===== src/rtl/control_pkg.sv =====
// Shared encodings for the RV32I multicycle controller: FSM states, opcodes,
// datapath mux selects and ALU operations (the ALU uses the same op codes).
package control_pkg;

  // JAL/JALR and LUI/AUIPC each share one state; op_code picks the operand
  // selects, which keeps the encoding within 4 bits.
  typedef enum logic [3:0] {
    S_FETCH, S_FETCH_WAIT, S_DECODE, S_MEM_ADR, S_MEM_READ, S_MEM_WAIT,
    S_MEM_WB, S_MEM_WRITE, S_EXEC_R, S_EXEC_I, S_UPPER, S_ALU_WB,
    S_BRANCH, S_JUMP_CALC, S_JUMP, S_LINK
  } state_t;

  localparam logic [6:0] OP_LOAD   = 7'b0000011;
  localparam logic [6:0] OP_STORE  = 7'b0100011;
  localparam logic [6:0] OP_R      = 7'b0110011;
  localparam logic [6:0] OP_I      = 7'b0010011;
  localparam logic [6:0] OP_BRANCH = 7'b1100011;
  localparam logic [6:0] OP_JAL    = 7'b1101111;
  localparam logic [6:0] OP_JALR   = 7'b1100111;
  localparam logic [6:0] OP_LUI    = 7'b0110111;
  localparam logic [6:0] OP_AUIPC  = 7'b0010111;
  localparam logic [6:0] OP_FENCE  = 7'b0001111;

  localparam logic [2:0] IMM_I = 3'd0;
  localparam logic [2:0] IMM_S = 3'd1;
  localparam logic [2:0] IMM_B = 3'd2;
  localparam logic [2:0] IMM_U = 3'd3;
  localparam logic [2:0] IMM_J = 3'd4;

  localparam logic [1:0] RES_ALU    = 2'd0;
  localparam logic [1:0] RES_MEM    = 2'd1;
  localparam logic [1:0] RES_PC4    = 2'd2;
  localparam logic [1:0] RES_OLDPC4 = 2'd3;

  localparam logic [1:0] A_PC    = 2'd0;
  localparam logic [1:0] A_OLDPC = 2'd1;
  localparam logic [1:0] A_RS1   = 2'd2;
  localparam logic [1:0] A_ZERO  = 2'd3;

  localparam logic [1:0] B_RS2  = 2'd0;
  localparam logic [1:0] B_IMM  = 2'd1;
  localparam logic [1:0] B_FOUR = 2'd2;

  localparam logic [3:0] ALU_ADD  = 4'd0;
  localparam logic [3:0] ALU_SUB  = 4'd1;
  localparam logic [3:0] ALU_AND  = 4'd2;
  localparam logic [3:0] ALU_OR   = 4'd3;
  localparam logic [3:0] ALU_XOR  = 4'd4;
  localparam logic [3:0] ALU_SLL  = 4'd5;
  localparam logic [3:0] ALU_SRL  = 4'd6;
  localparam logic [3:0] ALU_SRA  = 4'd7;
  localparam logic [3:0] ALU_SLT  = 4'd8;
  localparam logic [3:0] ALU_SLTU = 4'd9;

endpackage


===== src/rtl/alu_decoder.sv =====
// Maps funct3/funct7[5] to an ALU op for R-type and I-type ALU instructions.
module alu_decoder
  import control_pkg::*;
(
  input  logic [2:0] funct3,
  input  logic       f7b5,
  input  logic       is_r,
  output logic [3:0] alu_control
);

  always_comb begin
    alu_control = ALU_ADD;
    case (funct3)
      3'b000:  alu_control = (is_r && f7b5) ? ALU_SUB : ALU_ADD;
      3'b001:  alu_control = ALU_SLL;
      3'b010:  alu_control = ALU_SLT;
      3'b011:  alu_control = ALU_SLTU;
      3'b100:  alu_control = ALU_XOR;
      // srai carries f7b5 in its immediate, so it applies to both forms
      3'b101:  alu_control = f7b5 ? ALU_SRA : ALU_SRL;
      3'b110:  alu_control = ALU_OR;
      default: alu_control = ALU_AND;
    endcase
  end

endmodule


===== src/rtl/control_fsm.sv =====
// Multicycle RV32I main controller: sequences fetch/decode/execute/memory/
// writeback and drives every datapath enable and mux select.
module control_fsm
  import control_pkg::*;
(
  input  logic       clk,
  input  logic       reset,
  input  logic [6:0] op_code,
  input  logic [2:0] funct3,
  input  logic [6:0] funct7,
  input  logic       Zero,
  input  logic       ALUResultLSB,
  output logic       adr_src,
  output logic       mem_write,
  output logic       IR_write,
  output logic       reg_write,
  output logic       PC_write,
  output logic [1:0] result_src,
  output logic [1:0] alu_src_a,
  output logic [1:0] alu_src_b,
  output logic [2:0] imm_src,
  output logic [3:0] alu_control,
  output logic       instr_retired,
  output logic       illegal_instr
);

  state_t     state, next_state;
  logic [3:0] dec_alu;
  logic       is_store;
  logic       unused_f7;

  assign unused_f7 = ^{funct7[6], funct7[4:0]};
  assign is_store  = (op_code == OP_STORE);

  alu_decoder u_dec (
    .funct3      (funct3),
    .f7b5        (funct7[5]),
    .is_r        (state == S_EXEC_R),
    .alu_control (dec_alu)
  );

  always_ff @(posedge clk) begin
    if (reset) state <= S_FETCH;
    else       state <= next_state;
  end

  always_comb begin
    next_state    = state;
    adr_src       = 1'b0;
    mem_write     = 1'b0;
    IR_write      = 1'b0;
    reg_write     = 1'b0;
    PC_write      = 1'b0;
    result_src    = RES_ALU;
    alu_src_a     = A_PC;
    alu_src_b     = B_RS2;
    imm_src       = IMM_I;
    alu_control   = ALU_ADD;
    instr_retired = 1'b0;
    illegal_instr = 1'b0;
    case (state)
      S_FETCH: next_state = S_FETCH_WAIT;
      S_FETCH_WAIT: begin
        IR_write   = 1'b1;
        PC_write   = 1'b1;
        result_src = RES_PC4;
        next_state = S_DECODE;
      end
      S_DECODE: begin
        // ALU_out captures the branch target for a following BRANCH state
        alu_src_a  = A_OLDPC;
        alu_src_b  = B_IMM;
        imm_src    = IMM_B;
        next_state = S_FETCH;
        case (op_code)
          OP_LOAD, OP_STORE: next_state = S_MEM_ADR;
          OP_R:              next_state = S_EXEC_R;
          OP_I:              next_state = S_EXEC_I;
          OP_BRANCH:         next_state = S_BRANCH;
          OP_JAL, OP_JALR:   next_state = S_JUMP_CALC;
          OP_LUI, OP_AUIPC:  next_state = S_UPPER;
          OP_FENCE:          instr_retired = 1'b1;
          default:           illegal_instr = 1'b1;
        endcase
      end
      S_MEM_ADR, S_MEM_READ, S_MEM_WAIT, S_MEM_WRITE: begin
        // address calc is held across the access so ALU_out stays stable
        alu_src_a = A_RS1;
        alu_src_b = B_IMM;
        imm_src   = is_store ? IMM_S : IMM_I;
        case (state)
          S_MEM_ADR:  next_state = is_store ? S_MEM_WRITE : S_MEM_READ;
          S_MEM_READ: begin adr_src = 1'b1; next_state = S_MEM_WAIT; end
          S_MEM_WAIT: begin adr_src = 1'b1; next_state = S_MEM_WB;   end
          default: begin
            adr_src       = 1'b1;
            mem_write     = 1'b1;
            instr_retired = 1'b1;
            next_state    = S_FETCH;
          end
        endcase
      end
      S_MEM_WB: begin
        result_src    = RES_MEM;
        reg_write     = 1'b1;
        instr_retired = 1'b1;
        next_state    = S_FETCH;
      end
      S_EXEC_R: begin
        alu_src_a   = A_RS1;
        alu_src_b   = B_RS2;
        alu_control = dec_alu;
        next_state  = S_ALU_WB;
      end
      S_EXEC_I: begin
        alu_src_a   = A_RS1;
        alu_src_b   = B_IMM;
        imm_src     = IMM_I;
        alu_control = dec_alu;
        next_state  = S_ALU_WB;
      end
      S_UPPER: begin
        alu_src_a  = (op_code == OP_LUI) ? A_ZERO : A_OLDPC;
        alu_src_b  = B_IMM;
        imm_src    = IMM_U;
        next_state = S_ALU_WB;
      end
      S_ALU_WB: begin
        reg_write     = 1'b1;
        instr_retired = 1'b1;
        next_state    = S_FETCH;
      end
      S_BRANCH: begin
        alu_src_a     = A_RS1;
        alu_src_b     = B_RS2;
        instr_retired = 1'b1;
        next_state    = S_FETCH;
        case (funct3[2:1])
          2'b10:   alu_control = ALU_SLT;
          2'b11:   alu_control = ALU_SLTU;
          default: alu_control = ALU_SUB;
        endcase
        case (funct3)
          3'b000:         PC_write = Zero;
          3'b001:         PC_write = !Zero;
          3'b100, 3'b110: PC_write = ALUResultLSB;
          3'b101, 3'b111: PC_write = !ALUResultLSB;
          default:        PC_write = 1'b0;
        endcase
      end
      S_JUMP_CALC: begin
        alu_src_b  = B_IMM;
        alu_src_a  = (op_code == OP_JALR) ? A_RS1 : A_OLDPC;
        imm_src    = (op_code == OP_JALR) ? IMM_I : IMM_J;
        next_state = S_JUMP;
      end
      S_JUMP: begin
        PC_write   = 1'b1;
        next_state = S_LINK;
      end
      S_LINK: begin
        result_src    = RES_OLDPC4;
        reg_write     = 1'b1;
        instr_retired = 1'b1;
        next_state    = S_FETCH;
      end
      default: next_state = S_FETCH;
    endcase
  end

endmodule


===== config.mk =====
export PLATFORM = sky130hd
export DESIGN_NAME = control_fsm
export DESIGN_NICKNAME = d
export VERILOG_FILES = /design/src/rtl/control_pkg.sv /design/src/rtl/alu_decoder.sv /design/src/rtl/control_fsm.sv
export SDC_FILE = /design/constraint.sdc
export NUM_CORES = 1
export LEC_CHECK = 0
export ABC_CLOCK_PERIOD_IN_PS = 2100
export CORE_ASPECT_RATIO = 1.4
export CORE_MARGIN = 1
export CORE_UTILIZATION = 39
export CTS_CLUSTER_SIZE = 25
export DETAILED_ROUTE_END_ITERATION = 6
export GPL_TIMING_DRIVEN = 1
export PLACE_DENSITY = 0.79
export SLEW_MARGIN = 20
export SYNTH_ARGS = -nofsm -noshare
export SYNTH_HDL_FRONTEND = slang
export SYNTH_SLANG_ARGS = --single-unit
export TNS_END_PERCENT = 30

===== constraint.sdc =====
create_clock -name clk -period 2.1 [get_ports clk]
set_clock_uncertainty 0.05 [all_clocks]
set_input_delay 0.21 -clock clk [delete_from_list [all_inputs] [get_ports clk]]
set_output_delay 0.21 -clock clk [all_outputs]
set_load 0.02 [all_outputs]

==> results.json <==
{
  "synth_ff_type": "dfxtp_1",
  "finalCritPeriodShare_pct": 99.2,
  "finalNetCount": 198,
  "layout_min_cycle_time_ps": 2080,
  "start_util_pct": 43.1,
  "area_growth_pct": 76.4,
  "instances_no_fill": 195,
  "cts_root_buf": "clkbuf_4",
  "syn_area_per_cell_sq_um": 6.83,
  "cts_tree": "yes",
  "die-area_sq_um": 2200,
  "clkSinkCount": 4,
  "grt_pass1_wl_um": 4650,
  "remaining_drc_errors": 0,
  "drv_slew": 0,
  "postLayoutCellArea_sq_um": 1390,
  "syn_area_sq_um": 786,
  "finalHoldViolations": 0,
  "timing.fmax_mhz": 480,
  "coreArea_sq_um": 1820,
  "dp_hpwl_um": 2230,
  "p_sw_uw": 160,
  "ys_seq_area_share_pct": 10.2,
  "critical_path_required_ps": 1840,
  "hold_buffers": 0,
  "h-tree-depth": 1,
  "drt_iter0_markers": 45,
  "start_kind": "flip-flop",
  "yosys-top-cells-count": "10 x nand2_1, 10 x nor2_1, 8 x a21oi_1, 7 x nand2b_1, 7 x o21ai_0",
  "ctsResizeCount": 13,
  "largest_register_ffs": 4,
  "ys_ff_latch": 4,
  "portBuffers": 33,
  "finalWirelength_um": 2820,
  "rows": 18,
  "setup_viol": 0,
  "netSwitchingFraction_pct": 37.9,
  "cp_max_fo": 22,
  "power.internal_uw": 262,
  "ir_worst_vdd_v": 0.000307,
  "power_density_nw_per_um2": 304,
  "die_h_um": 55.1,
  "synthCells": 115,
  "leakage_uw": 0.000665,
  "grt_pass1_vias": 1118,
  "clkPwrFrac_pct": 24.3,
  "grt_max_degree": 23,
  "antenna_found_initial": 0,
  "gr-total-overflow": 0,
  "vias_per_cell": 5.92,
  "ys_top_cells_by_area": "dfxtp_1 10%, nand2b_1 5.6%, a21oi_1 5.1%",
  "route.vias.total": 1154,
  "synth_nets": 136,
  "clock_latency_ps": 250,
  "globalplace.congestion": 0.843,
  "whs_ps": 506,
  "crit_chain": "buf_12 > nand2b_1 > nor2_1 > a211o_1 > clkdlybuf4s50_1",
  "arrival_ps": 1820,
  "synth_largest_area_cell": "dfxtp_1",
  "r2r_cells": 5,
  "async_reset_ff_share_pct": 0,
  "die-width_um": 39.9,
  "status": "complete, no violations",
  "max_cap_violations": 0,
  "ios": 41,
  "min_path_type": "reg -> reg",
  "slowest_stage": "clkdlybuf4s50_1",
  "cp_slowest_stage_delay_ps": 590,
  "cts-buffers-inserted": 3,
  "end_kind": "output pin",
  "dp_cells": 192,
  "grt.total_usage_pct": 29.8,
  "power_frac_comb_pct": 54.6,
  "avgRoutedWirePerCell_um": 14.5,
  "largest-register": "state",
  "dpl_cell_area_sq_um": 1350,
  "holdPathStages": 2,
  "clockBufferDepth": 2,
  "worstSetupPathType": "reg -> out",
  "ys.warnings.count": 0,
  "synth_cell_types": 46,
  "dr.pass1.iters": 4,
  "drive_gt1_share_pct": 26.3,
  "power.share.sequential_pct": 21.1,
  "reg_top3": "state: 4 flops",
  "post_cts.repair.setup_buffers": 0,
  "diodes": 0,
  "clk_pin_slew_ps": 40,
  "detail-route-antenna-nets": 0,
  "synth_edf_count": 0,
  "rsz0062_at_grt": "yes",
  "synth_top_area_share_pct": 10.2,
  "final_core_util_pct": 76.0
}
cells in the final DEF (no fill, tap or decap), types with 7 or more instances in the layout:
cell / synthesis / layout
buf_4: 1 / 31
clkdlybuf4s50_1: 0 / 18
nor2_1: 10 / 10
nand2_1: 10 / 10
dlygate4sd2_1: 0 / 8
nand2b_1: 7 / 7
o21ai_0: 7 / 7
a21oi_1: 8 / 7
through the flow:
step	setup WS [ps]	setup TNS [ps]	power (uW)
2_1_floorplan	102	0	198
3_3_place_gp	-178	-1130	317
4_1_cts	0.224	0	417
3_5_place_dp	-244	-1490	322
5_1_grt	-75.0	-160	448
6_report	17.4	0	422
metal layers:
layer  wire length [um]  global-route usage [%]
met4                112                    16.1
met2               1490                    52.2
met5                  0                       0
met1               1050                    31.7
met3                169                    6.80
cell families after synthesis:
family                    synth area share, %
buffers and inverters                    7.48
xor gates and xnor gates                 3.34
muxes                                    1.43
and+or+nand+nor                          45.4
AOI/OAI and AO/OA                        31.7
other                                   0.477
DFF                                      10.2
power groups by stage:
stage	sequential, uW	combinational, uW	clock (uW)
after floorplan	85.1	113	0
after global placement	89.0	228	0
after detailed placement	89.5	233	0
after CTS	88.7	228	100
after global routing	90.1	250	107
final	89.0	230	102
final timing paths:
| kind | from | end | slack [ps] |
|---|---|---|---|
| setup / recovery | state[1] | alu_src_b[0] | 20 |
| hold reg to reg | state[0] | state[1] | 510 |
| setup reg to reg | state[2] | state[0] | 380 |
| hold / removal | state[0] | state[1] | 510 |
final cells by class:
class / count / area [sq um]
clock buffers: 3 / 22.5
well taps: 20 / 25.0
repair buffers: 65 / 582
flip-flops and latches: 4 / 81.3
multi-input cells: 99 / 661
inverters: 4 / 15.0
fillers: 151 / 438
critical path, delay by kind of cell, from the launching register on:
| family | cells | cell delay [ps] |
|---|---|---|
| and+or+nand+nor | 2 | 320 |
| DFF | 1 | 360 |
| buffers and inverters | 2 | 750 |
| AOI/OAI and AO/OA | 1 | 150 |
Power figures use the tool's default switching activity.
==> variant, RTL diff (same settings) <==
Put a register stage on the output `reg_write`, with the module's reset. The value now appears one clock later. The other outputs are not delayed to match.
--- a/src/rtl/control_fsm.sv
+++ b/src/rtl/control_fsm.sv
@@ -24,6 +24,8 @@
   output logic       illegal_instr
 );
 
+  logic reg_write_d;
+
   state_t     state, next_state;
   logic [3:0] dec_alu;
   logic       is_store;
@@ -49,7 +51,7 @@
     adr_src       = 1'b0;
     mem_write     = 1'b0;
     IR_write      = 1'b0;
-    reg_write     = 1'b0;
+    reg_write_d   = 1'b0;
     PC_write      = 1'b0;
     result_src    = RES_ALU;
     alu_src_a     = A_PC;
@@ -102,7 +104,7 @@
       end
       S_MEM_WB: begin
         result_src    = RES_MEM;
-        reg_write     = 1'b1;
+        reg_write_d   = 1'b1;
         instr_retired = 1'b1;
         next_state    = S_FETCH;
       end
@@ -126,7 +128,7 @@
         next_state = S_ALU_WB;
       end
       S_ALU_WB: begin
-        reg_write     = 1'b1;
+        reg_write_d   = 1'b1;
         instr_retired = 1'b1;
         next_state    = S_FETCH;
       end
@@ -160,7 +162,7 @@
       end
       S_LINK: begin
         result_src    = RES_OLDPC4;
-        reg_write     = 1'b1;
+        reg_write_d   = 1'b1;
         instr_retired = 1'b1;
         next_state    = S_FETCH;
       end
@@ -168,5 +170,13 @@
     endcase
   end
 
+  always_ff @(posedge clk) begin
+    if (reset) begin
+      reg_write <= '0;
+    end else begin
+      reg_write <= reg_write_d;
+    end
+  end
+
 endmodule
 
Behaviour: not the same (Yosys sat finds a counterexample within 10 cycles, from zero or initial values and one cycle with reset high).
==> variant against the unedited design <==
Count of clock-buffer cells in the layout is 1 higher; worst setup slack better by 0.041 ns; total power is 7.4% higher; wire length rose by 2.7%; sequential cell count is 1 higher; largest power group unchanged; synthesized area is 4.9% higher; register-to-register slack worse by 0.11 ns; final area up 2.5%; combinational power rose by 3%; sequential share of layout area grew 1.4 points; critical path type is now in -> out.
==> variant: results (changes against the unedited design) <==
{
  "hold_path.startpoint": {"value": "reset"},
  "synthesis.nets": {"value": 150, "change": "+10%"},
  "critPathMaxStageDelay": {"value": 0.53, "unit": "ns", "change": "-0.06 ns"},
  "timing.critical_path.from": {"value": "funct3[2]"},
  "static-leakage-power": {"value": 0.709, "unit": "nW", "change": "+6.6%"},
  "status": {"value": "finished, final reports clean"},
  "top_regs": {"value": "state x4, reg_write x1"},
  "reg2reg_depth": {"value": 6, "change": "+1"},
  "vdd.ir_drop.worst": {"value": 0.000220, "unit": "V", "change": "-28%"},
  "r2r_slack": {"value": 0.27, "unit": "ns", "change": "-0.11 ns"},
  "share_of_the_synthesized_area_in_compound_gates_ao_oa_aoi_oai": {"value": 31.9, "unit": "%", "change": "+0.18 points"},
  "number_of_placed_instances_taps_included": {"value": 206, "change": "+7.3%"},
  "hold-worst-slack": {"value": 0.630, "unit": "ns", "change": "+0.123 ns"},
  "postRouteWirelength": {"value": 2900, "unit": "µm", "change": "+2.7%"},
  "comb_power": {"value": 0.237, "unit": "mW", "change": "+3%"},
  "setup.worst_path.end": {"value": "PC_write"},
  "hpwl": {"value": 2310, "unit": "µm", "change": "+3.8%"},
  "grt_pass1_wl": {"value": 4760, "unit": "µm", "change": "+2.4%"},
  "detailedRoute.firstIterationViolations": {"value": 29, "change": "-36%"},
  "critical_path.reg2reg.startpoint": {"value": "state[0]"},
  "grt_start_max_net_pins": {"value": 11, "change": "-52%"},
  "power_clock": {"value": 0.108, "unit": "mW", "change": "+6%"},
  "net-switching-power": {"value": 0.162, "unit": "mW", "change": "+1.4%"},
  "timing.hold.worst.class": {"value": "in -> reg"},
  "timing.critical_path.fanout_max": {"value": 8, "change": "-64%"},
  "route.detailed.wl_per_inst": {"value": 13.8, "unit": "µm", "change": "-4.6%"},
  "netlist-cell-type-count": {"value": 41, "change": "-11%"},
  "sequential_share_of_the_synthesized_area": {"value": 12.1, "unit": "%", "change": "+1.9 points"},
  "critPathArrivalTime": {"value": 1.78, "unit": "ns", "change": "-0.04 ns"},
  "postCtsResizedCells": {"value": 17, "change": "+4"},
  "placement.cell_area": {"value": 1380, "unit": "µm²", "change": "+2.5%"},
  "syn_avg_cell_area": {"value": 6.39, "unit": "µm²", "change": "-6.5%"},
  "drive_gt1_share": {"value": 28.0, "unit": "%", "change": "+1.8 points"},
  "post_synth_xor_area_fraction": {"value": 1.06, "unit": "%", "change": "-2.3 points"},
  "ys_top_cells_by_count": {"value": "15 x nor2_1, 10 x clkbuf_1, 9 x nand2b_1, 9 x o21ai_0, 8 x a21oi_1"}
}
## variant: cell count changes after synthesis, sizes merged, moves of 3 or more
cell	delta
xor2	-3
nor2	+5
nor2b	+3
clkbuf	+6
nand2	-3
nand3	+3
## variant: metal layers
metal / vias to the layer above / part of all wire [%] / track usage (%)
met4: 0 / 1.8 / 13.3
met1: 556 / 37 / 29.3
met3: 4 / 4.8 / 3.56
met2: 45 / 56 / 50.0
met5: - / 0 / 0
li1: 590 / - / -
## variant: cell type report
cell class,instances,area [µm²]
Multi-Input combinational cell,105,654
Timing Repair Buffer,69,588
Fill cell,174,552
Sequential cell,5,104
Clock buffer,4,26.3
Tap cell,21,26.3
Inverter,6,22.5
## variant: stage by stage
stage                     utilization (%)  total power [mW]  setup WS (ns)
after CTS                            71.4             0.452         -0.197
after global routing                 72.0             0.483        -0.0593
final                                72.0             0.453         0.0580
after floorplan                         -             0.223          0.255
after global placement               70.1             0.340         -0.221
after detailed placement             70.1             0.347         -0.284
